File: src/rtl/freq_meter_pkg.sv
// Shared constants for the frequency meter and the display/BCD path that consumes its count.
package freq_meter_pkg;

    localparam int GATE_CYCLES_DEF = 100_000_000;
    localparam int CNT_W_DEF       = 27;

    typedef enum logic [1:0] {
        ST_IDLE  = 2'd0,
        ST_GATE  = 2'd1,
        ST_LATCH = 2'd2
    } state_t;

endpackage

File: src/rtl/freq_meter_sync_edge_detect.sv
// Synchronizes an asynchronous input into the clk_i domain and flags its rising edges.
// Reusable for any slow asynchronous input such as buttons.
module sync_edge_detect #(
    parameter int SYNC_STAGES = 2
) (
    input  logic clk_i,
    input  logic rst_i,
    input  logic sig_i,
    output logic rise_o
);

    logic [SYNC_STAGES-1:0] r_sync;
    logic                   r_dly;

    // Synchronizer chain followed by one delay flop for edge detection
    always_ff @(posedge clk_i or posedge rst_i) begin
        if (rst_i) begin
            r_sync <= '0;
            r_dly  <= 1'b0;
        end else begin
            r_sync <= {r_sync[SYNC_STAGES-2:0], sig_i};
            r_dly  <= r_sync[SYNC_STAGES-1];
        end
    end

    assign rise_o = r_sync[SYNC_STAGES-1] & ~r_dly;

endmodule

File: src/rtl/freq_meter.sv
// Counts rising edges of sig_i over a fixed gate window and latches each result with a valid strobe.
// One dead (LATCH) cycle separates back-to-back windows.
module freq_meter
    import freq_meter_pkg::*;
#(
    parameter int GATE_CYCLES = GATE_CYCLES_DEF,
    parameter int CNT_W       = CNT_W_DEF,
    parameter int SYNC_STAGES = 2
) (
    input  logic             clk_i,
    input  logic             rst_i,
    input  logic             en_i,
    input  logic             hold_i,
    input  logic             sig_i,
    output logic [CNT_W-1:0] freq_o,
    output logic             ovf_o,
    output logic             valid_o,
    output logic             busy_o
);

    localparam int               GW        = $clog2(GATE_CYCLES);
    localparam logic [GW-1:0]    GATE_LAST = GW'(GATE_CYCLES - 1);
    localparam logic [GW-1:0]    GATE_ONE  = GW'(1);
    localparam logic [CNT_W-1:0] CNT_MAX   = '1;
    localparam logic [CNT_W-1:0] CNT_ONE   = CNT_W'(1);

    state_t           r_state;
    state_t           w_state_nxt;
    logic [GW-1:0]    r_gate_cnt;
    logic [CNT_W-1:0] r_edge_cnt;
    logic             r_ovf_int;
    logic [CNT_W-1:0] r_freq;
    logic             r_ovf;
    logic             r_valid;
    logic             r_busy;
    logic             w_rise;

    sync_edge_detect #(
        .SYNC_STAGES(SYNC_STAGES)
    ) u_sync (
        .clk_i (clk_i),
        .rst_i (rst_i),
        .sig_i (sig_i),
        .rise_o(w_rise)
    );

    // State register
    always_ff @(posedge clk_i or posedge rst_i) begin
        if (rst_i) begin
            r_state <= ST_IDLE;
        end else begin
            r_state <= w_state_nxt;
        end
    end

    // Next-state logic; dropping en_i beats window close
    always_comb begin
        w_state_nxt = r_state;
        case (r_state)
            ST_IDLE: begin
                if (en_i) w_state_nxt = ST_GATE;
                else      w_state_nxt = ST_IDLE;
            end
            ST_GATE: begin
                if (!en_i)                        w_state_nxt = ST_IDLE;
                else if (r_gate_cnt == GATE_LAST) w_state_nxt = ST_LATCH;
                else                              w_state_nxt = ST_GATE;
            end
            ST_LATCH: begin
                if (en_i) w_state_nxt = ST_GATE;
                else      w_state_nxt = ST_IDLE;
            end
            default: w_state_nxt = ST_IDLE;
        endcase
    end

    // Gate and saturating edge counters; cleared outside the window
    always_ff @(posedge clk_i or posedge rst_i) begin
        if (rst_i) begin
            r_gate_cnt <= '0;
            r_edge_cnt <= '0;
            r_ovf_int  <= 1'b0;
        end else begin
            case (r_state)
                ST_GATE: begin
                    r_gate_cnt <= r_gate_cnt + GATE_ONE;
                    if (w_rise) begin
                        if (r_edge_cnt == CNT_MAX) r_ovf_int  <= 1'b1;
                        else                       r_edge_cnt <= r_edge_cnt + CNT_ONE;
                    end
                end
                default: begin
                    r_gate_cnt <= '0;
                    r_edge_cnt <= '0;
                    r_ovf_int  <= 1'b0;
                end
            endcase
        end
    end

    // Registered result, strobe and busy flag
    always_ff @(posedge clk_i or posedge rst_i) begin
        if (rst_i) begin
            r_freq  <= '0;
            r_ovf   <= 1'b0;
            r_valid <= 1'b0;
            r_busy  <= 1'b0;
        end else begin
            r_busy <= (w_state_nxt == ST_GATE);
            if ((r_state == ST_LATCH) && !hold_i) begin
                r_freq  <= r_edge_cnt;
                r_ovf   <= r_ovf_int;
                r_valid <= 1'b1;
            end else begin
                r_valid <= 1'b0;
            end
        end
    end

    assign freq_o  = r_freq;
    assign ovf_o   = r_ovf;
    assign valid_o = r_valid;
    assign busy_o  = r_busy;

endmodule
File: config.mk
export PLATFORM = sky130hd
export DESIGN_NAME = freq_meter
export DESIGN_NICKNAME = d
export VERILOG_FILES = /design/src/rtl/freq_meter_pkg.sv /design/src/rtl/freq_meter_sync_edge_detect.sv /design/src/rtl/freq_meter.sv
export SDC_FILE = /design/constraint.sdc
export NUM_CORES = 1
export LEC_CHECK = 0
export BUFFER_PORTS_ARGS = -buffer_cell sky130_fd_sc_hd__buf_2
export CELL_PAD_IN_SITES_DETAIL_PLACEMENT = 0
export CELL_PAD_IN_SITES_GLOBAL_PLACEMENT = 1
export CORE_MARGIN = 2
export CORE_UTILIZATION = 45
export DETAILED_ROUTE_END_ITERATION = 7
export PLACE_DENSITY_LB_ADDON = 0.1
export SYNTH_ARGS = -nofsm -noshare
export SYNTH_HDL_FRONTEND = slang
export SYNTH_SLANG_ARGS = --single-unit
File: constraint.sdc
create_clock -name clk_i -period 3.2 [get_ports clk_i]
set_input_delay 0.32 -clock clk_i [delete_from_list [all_inputs] [get_ports clk_i]]
set_output_delay 0.32 -clock clk_i [all_outputs]
set_load 0.1 [all_outputs]
# After elaboration in Yosys (flattened, before gate mapping)
# Cells that the tools add are included.
# W data, S select, Z words.
word_totals:
  elab_cells: 40
  register_bits: 90
classes:
  eq_ne: 8
  addsub: 2
  bitwise_logic: 2
  reduce_logical: 6
  mux: 12
ops:
  columns: ["cell", "n"]
  rows:
  - ["$mux W27", 4]
  - ["$add A27 B1 Y27 const B", 2]
  - ["$eq A27 B27 Y1 const B", 2]
  - ["$mux W1", 5]
  - ["$eq A2 B1 Y1 const B", 2]
  - ["$mux W2", 2]
  - ["$ne A2 B2 Y1 const B", 2]
  - ["$pmux W2 S2", 1]
  - ["$reduce_and A2 Y1", 2]
  - ["$eq A2 B2 Y1 const B", 1]
  - ["$logic_not A2 Y1", 1]
  - ["$ne A2 B1 Y1 const B", 1]
  - ["$reduce_or A2 Y1", 1]
  - ["$and A1 B1 Y1", 1]
  - ["$logic_and A1 B1 Y1", 1]
  - ["$logic_not A1 Y1", 1]
  - ["$not A1 Y1", 1]

# Logic depth before layout (Yosys ltp)
# Gate-level depths: netlist of the first run.
depth:
  ltp_word: 5
  ltp_mapped: 7
  ltp_nobuf: 6

# Hierarchy
# A second synthesis of the first run with hierarchy kept.
hier_totals:
  hier_cells: 385
  area_unflattened_um2: 4197.8
by_module_without_submodules:
  columns: ["module", "instances", "seq_area_each_um2", "cells_per_inst", "area_each_um2"]
  rows:
  - ["freq_meter", 1, 2177.1, 380, 4105.2]
  - ["sync_edge_detect", 1, 75.1, 5, 92.6]

# Worst setup path before layout of the first run
# Ideal clock, no wire load.
synth_path:
  path_type: "register -> register"
  start: "reg r_edge_cnt[0]"
  end: "reg r_edge_cnt[23]"
  stages_incl_launch_ff: 7
  period_less_slack_ps: 1901
  t_arrival_ps: 1781
  required_ps: 3080
  n_path_buf: 0
  setup_slack_ps: 1299
  setup_ps: 120
  path_cell_list: "dfrtp_1 > ha_1 > and4_1 > and2_1 > a211oi_1 > a21oi_1 > a31o_2"
synth_via:
  elab_chain_cells: 4
synth_lines:
  columns: ["item", "line", "text"]
  rows:
  - ["start: declaration", "freq_meter.sv:30", "logic [CNT_W-1:0] r_edge_cnt;"]
  - ["start signal: assignment", "freq_meter.sv:89", "else r_edge_cnt <= r_edge_cnt + CNT_ONE;"]
  - ["$add A27 B1 Y27", "freq_meter.sv:89", null]
  - ["$mux W27", "freq_meter.sv:88", "if (r_edge_cnt == CNT_MAX) r_ovf_int <= 1'b1;"]
  - ["$mux W27", "freq_meter.sv:87", "if (w_rise) begin"]
  - ["$mux W27", "freq_meter.sv:84", "case (r_state)"]
# Several ways; a longest one is shown, not always the timed one. The select of a mux whose other input is x is not followed.
# A chain may end at the register's enable or synchronous reset.

# Worst setup path in the final report of the first run
layout_path:
  start: "reg r_edge_cnt[0]"
  end: "reg r_edge_cnt[6]"
# Same word-level chain as after synthesis.

==> impl_metrics.ini, run 1 <==
[routing]
num_vias = 2877
drtIter0Drc = 104
finalWirelength_um = 7970
ant_nets = 0
wl_per_cell_um = 15.1
drtPass1Iterations = 4
via_per_inst = 5.44
drc = 0

[placed_design]
portBuffers = 34
hpwlAfterDp_um = 5330
preCtsSetupSlack_ns = 0.966
dp_cells = 513
gp_congestion = 0.749

[critical_path]
path_buf_inv = 0
arrival_ns = 2.49
r2r_end = r_edge_cnt[6]$_DFFE_PP0P_
critPathSlowestCell = a31oi_2
ff2ff_path_depth = 6
worstSetupPathType = flip-flop to flip-flop
worstPathRequired_ns = 3.45
worst-path-max-fanout = 14
critPathLaunchType = flip-flop
reg2reg_from = r_edge_cnt[0]$_DFFE_PP0P_
worst_path_largest_cell_delay_ns = 0.60
critPathTopFamily = compound AO/OA/AOI/OAI gates
reg2reg_slack_ns = 0.95
worst_setup_path_end_kind = flip-flop
crit_chain = ha_1, and4_1, and2_1, a31oi_2, a31oi_1, a41o_1

[synthesis]
synthCells = 381
synth_nets = 388
ys_ff_latch = 90
synth_edf_count = 0
synth_cell_types = 44
yosys_most_used_dff = dfrtp_1
netlist_area_sq_um = 4130
ys_seq_area_frac = 0.546
ys_warn_count = 0
async_reset_ff_frac = 1.00
avgSynthCellArea_sq_um = 10.8

[global_route]
grt_use_total = 0.173
grt_max_degree = 50
antenna_found_initial = 0
grt_pass1_wl_um = 13700
overflow = 0
grt_pass1_vias = 2836

[sta]
tightestPinTransition_ns = 0.722
max_freq_ghz = 0.445
setup_viol = 0
slew_headroom = 0.518
drv_slew = 0
tns_ns = 0
fin_ws_ns = 0.954
final_hold_viol_count = 0
fin_crit_ns = 2.25
period_share = 0.702
whs_ns = 0.0458
rsz0062_at_grt = false
skew_ns = 0.00964

[floorplan]
fp-row-count = 34
io_pins = 35
design.core.area_sq_um = 8810
initial_utilization = 0.469
die_x_um = 99.8
die_y_um = 99.8
die_area_sq_um = 9960

[final_layout]
area_growth_pct = 11.9
final_layout_size_suffix_gt1_frac = 0.226
n_antenna_cell = 0
fin_util = 0.525
fin_nets = 423
fin_cells = 529

[cts]
cts-root-buf = clkbuf_8
cts-hold-fix-buffers = 0
h-tree-depth = 3
clk_path_buf_depth = 2
path_clk_slew_ns = 0.09
insertion_delay_ns = 0.36
post_cts_buffers = 0
cts_tree = done
cts_buffers = 9
clkSinkCount = 90
ctsResizeCount = 0

[power_and_ir_drop]
p_leak_nw = 2.19
power.density_nw_per_um2 = 432
ir_drop_mv = 0.230

[run]
maxCapViolCount = 0

[run_status]
outcome = completed

[hold_path]
hold_path_class = primary input to asynchronous set/reset pin
[layout make-up]
type / instances / area, sq um
multi-input combinational: 267 / 1790
inverter: 9 / 35.0
clock buffer: 13 / 169
clock inverter: 3 / 22.5
timing repair buffer: 39 / 220
tap: 108 / 135
fill: 826 / 4190
sequential: 90 / 2250
[cell families (layout without fill, tap and decap cells)]
kind of cell / after synthesis / count (layout) / share of synthesized area
DFF: 90 / 90 / 0.546
xor gates and xnor gates: 29 / 29 / 0.0615
muxes: 33 / 33 / 0.0885
adders and majority gates: 2 / 2 / 0.00606
buffers and inverters: 24 / 64 / 0.0230
AOI/OAI and AO/OA: 43 / 43 / 0.0724
and+or+nand+nor: 160 / 160 / 0.203
[stage by stage]
stage | total power, mW | instance area (sq um)
3_5_place_dp | 1.28 | 4430
4_1_cts | 2.02 | 4620
5_1_grt | 2.08 | 4620
6_report | 2.00 | 4620
3_3_place_gp | 1.27 | 4430
2_1_floorplan | 1.25 | 4130
[worst max-delay path by stage]
stage,depth (start not counted),from,slack (ns),to
2_1_floorplan,1,rst_i,0.54,busy_o$_DFF_PP0_
3_3_place_gp,6,r_edge_cnt[0]$_DFFE_PP0P_,1.04,r_edge_cnt[2]$_DFFE_PP0P_
3_5_place_dp,6,r_edge_cnt[0]$_DFFE_PP0P_,0.97,r_edge_cnt[23]$_DFFE_PP0P_
4_1_cts,6,r_edge_cnt[0]$_DFFE_PP0P_,0.96,r_edge_cnt[6]$_DFFE_PP0P_
5_1_grt,6,r_edge_cnt[0]$_DFFE_PP0P_,0.77,r_edge_cnt[6]$_DFFE_PP0P_
6_report,6,r_edge_cnt[0]$_DFFE_PP0P_,0.95,r_edge_cnt[6]$_DFFE_PP0P_
[cell usage after synthesis (5+ instances only)]
| cell | n | area (sq um) |
|---|---|---|
| nor4_1 | 11 | 68.8 |
| and4_1 | 7 | 61.3 |
| a31o_2 | 5 | 43.8 |
| nand2_1 | 27 | 101 |
| inv_1 | 9 | 33.8 |
| nand4_1 | 12 | 75.1 |
| nor3_1 | 5 | 25.0 |
| dfrtp_1 | 90 | 2250 |
| clkbuf_1 | 9 | 33.8 |
| nand2b_1 | 9 | 56.3 |
| xnor2_1 | 21 | 184 |
| xor2_1 | 8 | 70.1 |
| nand3_1 | 17 | 85.1 |
| nor2_1 | 47 | 176 |
| and3_1 | 6 | 37.5 |
| mux2i_1 | 5 | 50.1 |
| mux2_2 | 28 | 315 |
| a21oi_1 | 14 | 70.1 |
[layout by cell type (no fill, tap or decap), types with 2 or more instances in the layout]
cell type  instances
clkbuf_8          12
a31oi_1            3
buf_4              4
o22ai_1            2
buf_2             34
inv_1              8
o21ai_0            4
clkinv_4           2
xor2_1             8
and2_1             4
or3_1              3
nand2b_1           9
nor4_1            11
mux2_2            28
xnor2_1           21
mux2i_1            5
nand2_1           27
ha_1               2
and4_1             7
a211oi_1           3
nand3b_1           2
nor2_1            47
dfrtp_1           90
nor3_1             5
nand4_1           12
nor2b_1            2
nand3_1           17
a21oi_1           14
a31o_2             5
clkinv_2           2
a31oi_2            2
and3_1             6
a21o_1             3
a41o_1             3
[state kept, by name, summed over array words and instances, names as in the netlist]
name           count
busy_o             1
freq_o            27
ovf_o              1
r_edge_cnt        27
r_gate_cnt        27
r_ovf_int          1
r_state            2
u_sync.r_dly       1
u_sync.r_sync      2
valid_o            1
[layer usage]
metal	GRT usage	wire length (um)	vias to the layer above
met5	0	0	-
met4	0.0548	120	0
met3	0.0383	279	9
met2	0.270	3600	47
met1	0.243	3970	1402
li1	-	-	1419
[where the power goes]
part / leakage [nW] / switching (mW) / total, mW / internal (mW)
combinational: 0.853 / 0.0638 / 0.0870 / 0.0232
sequential: 1.24 / 0.0125 / 1.16 / 1.15
clock: 0.0996 / 0.398 / 0.746 / 0.348
total: 2.19 / 0.474 / 2.00 / 1.52
No activity file was read; power rests on OpenSTA's default activity.
==> inputs of run 2 (changes only) <==
clock period = 2.15 ns   (was 3.2 ns; I/O delays follow)
==> impl_metrics.ini, run 2 (same netlist as run 1, synthesis figures left out) <==
[critical_path]
critPathLaunchType = flip-flop
worst-path-max-fanout = 5
r2r_end = r_edge_cnt[23]$_DFFE_PP0P_
reg2reg_slack_ns = 0.19
worst_setup_path_end_kind = flip-flop
worstSetupPathType = flip-flop to flip-flop
arrival_ns = 2.20
worstPathRequired_ns = 2.39
reg2reg_from = r_edge_cnt[1]$_DFFE_PP0P_
startpoint = r_edge_cnt[1]$_DFFE_PP0P_
ff2ff_path_depth = 7
endpoint = r_edge_cnt[23]$_DFFE_PP0P_

[final_layout]
n_antenna_cell = 0
area_growth_pct = 14.9
finalInstanceArea_sq_um = 4740
fin_nets = 436
fin_cells = 542
mostFrequentLayoutCell = dfrtp_1
final_layout_size_suffix_gt1_frac = 0.249
mostFrequentLayoutCells = 90 x dfrtp_1, 47 x nor2_1, 34 x buf_2

[routing]
ant_nets = 0
drtPass1Iterations = 4
via_per_inst = 5.33
wl_per_cell_um = 14.5
num_vias = 2887
finalWirelength_um = 7880
drtIter0Drc = 71
drc = 0

[floorplan]
fp-row-count = 34
die_y_um = 99.8
io_pins = 35
design.core.area_sq_um = 8810
die_area_sq_um = 9960
die_x_um = 99.8
initial_utilization = 0.469

[run_status]
violations = negative hold slack
outcome = finished, violations left

[global_route]
antenna_found_initial = 0
grt_use_total = 0.174
grt_pass1_wl_um = 13900
grt_max_degree = 91
overflow = 0
grt_pass1_vias = 2904

[power_and_ir_drop]
power.density_nw_per_um2 = 648
p_leak_nw = 2.26
ir_drop_mv = 0.421

[run]
maxCapViolCount = 0

[cts]
clk_path_buf_depth = 2
cts_buffers = 9
cts_tree = done
cts-root-buf = clkbuf_8
path_clk_slew_ns = 0.09
ctsResizeCount = 0
clkSinkCount = 90
insertion_delay_ns = 0.35
h-tree-depth = 3
post_cts_buffers = 0

[sta]
rsz0062_at_grt = false
drv_slew = 0
final_hold_viol_count = 6
fin_crit_ns = 1.96
slew_headroom = 0.409
tns_ns = 0
skew_ns = 0.00850
max_freq_ghz = 0.510
period_share = 0.912
setup_viol = 0
tightestPinTransition_ns = 0.887
whs_ns = -0.0240

[hold_path]
hold_path_class = primary input to asynchronous set/reset pin

[placed_design]
placed_cell_area_sq_um = 4520
hpwlAfterDp_um = 5330
dp_cells = 525
portBuffers = 34
gp_congestion = 0.761
run 2: layout make-up:
| type | instances | area [sq um] |
|---|---|---|
| Fill cell | 796 | 4060 |
| Sequential cell | 90 | 2250 |
| Clock inverter | 5 | 60.1 |
| Tap cell | 108 | 135 |
| Clock buffer | 11 | 151 |
| Timing Repair Buffer | 52 | 320 |
| Inverter | 9 | 37.5 |
| Multi-Input combinational cell | 267 | 1790 |
run 2: how the worst min path moves through the flow:
stage	start	depth (start not counted)	endpoint
global route	rst_i	3	valid_o$_DFF_PP0_
global placement	sig_i	1	u_sync.r_sync[0]$_DFF_PP0_
finish	rst_i	3	freq_o[19]$_DFFE_PP0P_
floorplan	sig_i	0	u_sync.r_sync[0]$_DFF_PP0_
CTS	rst_i	3	r_edge_cnt[2]$_DFFE_PP0P_
detailed placement	sig_i	1	u_sync.r_sync[0]$_DFF_PP0_
run 2: metal layers:
layer / vias up / global-route usage / routed length, um
li1: 1438 / - / -
met1: 1401 / 0.241 / 3860
met2: 41 / 0.281 / 3730
met3: 7 / 0.0355 / 220
met4: 0 / 0.0453 / 74
met5: - / 0 / 0
run 2: what timing repair did:
action	CTS	global route
endpoints found under the setup margin	0	0
endpoints found under the hold margin	1	0
hold buffers	1	0
run 2: critical path: stages (launching register included):
cell,delay (ns)
dfrtp_1,0.42
ha_1,0.23
and4_1,0.25
and2_1,0.22
a211oi_1,0.26
buf_4,0.20
a21oi_1,0.07
a31o_2,0.21
run 2: through the flow:
step / utilization / setup WS [ns] / total power, mW
2_1_floorplan: - / 0.249 / 1.86
3_3_place_gp: 0.513 / 0.259 / 1.91
3_5_place_dp: 0.513 / 0.216 / 1.91
4_1_cts: 0.539 / 0.190 / 3.12
5_1_grt: 0.539 / 0.0104 / 3.20
6_report: 0.539 / 0.189 / 3.07
run 2: where the power goes:
group          internal (mW)  total [mW]  switching (mW)
clock                  0.605        1.20           0.594
sequential              1.71        1.73          0.0166
combinational         0.0443       0.144          0.0995
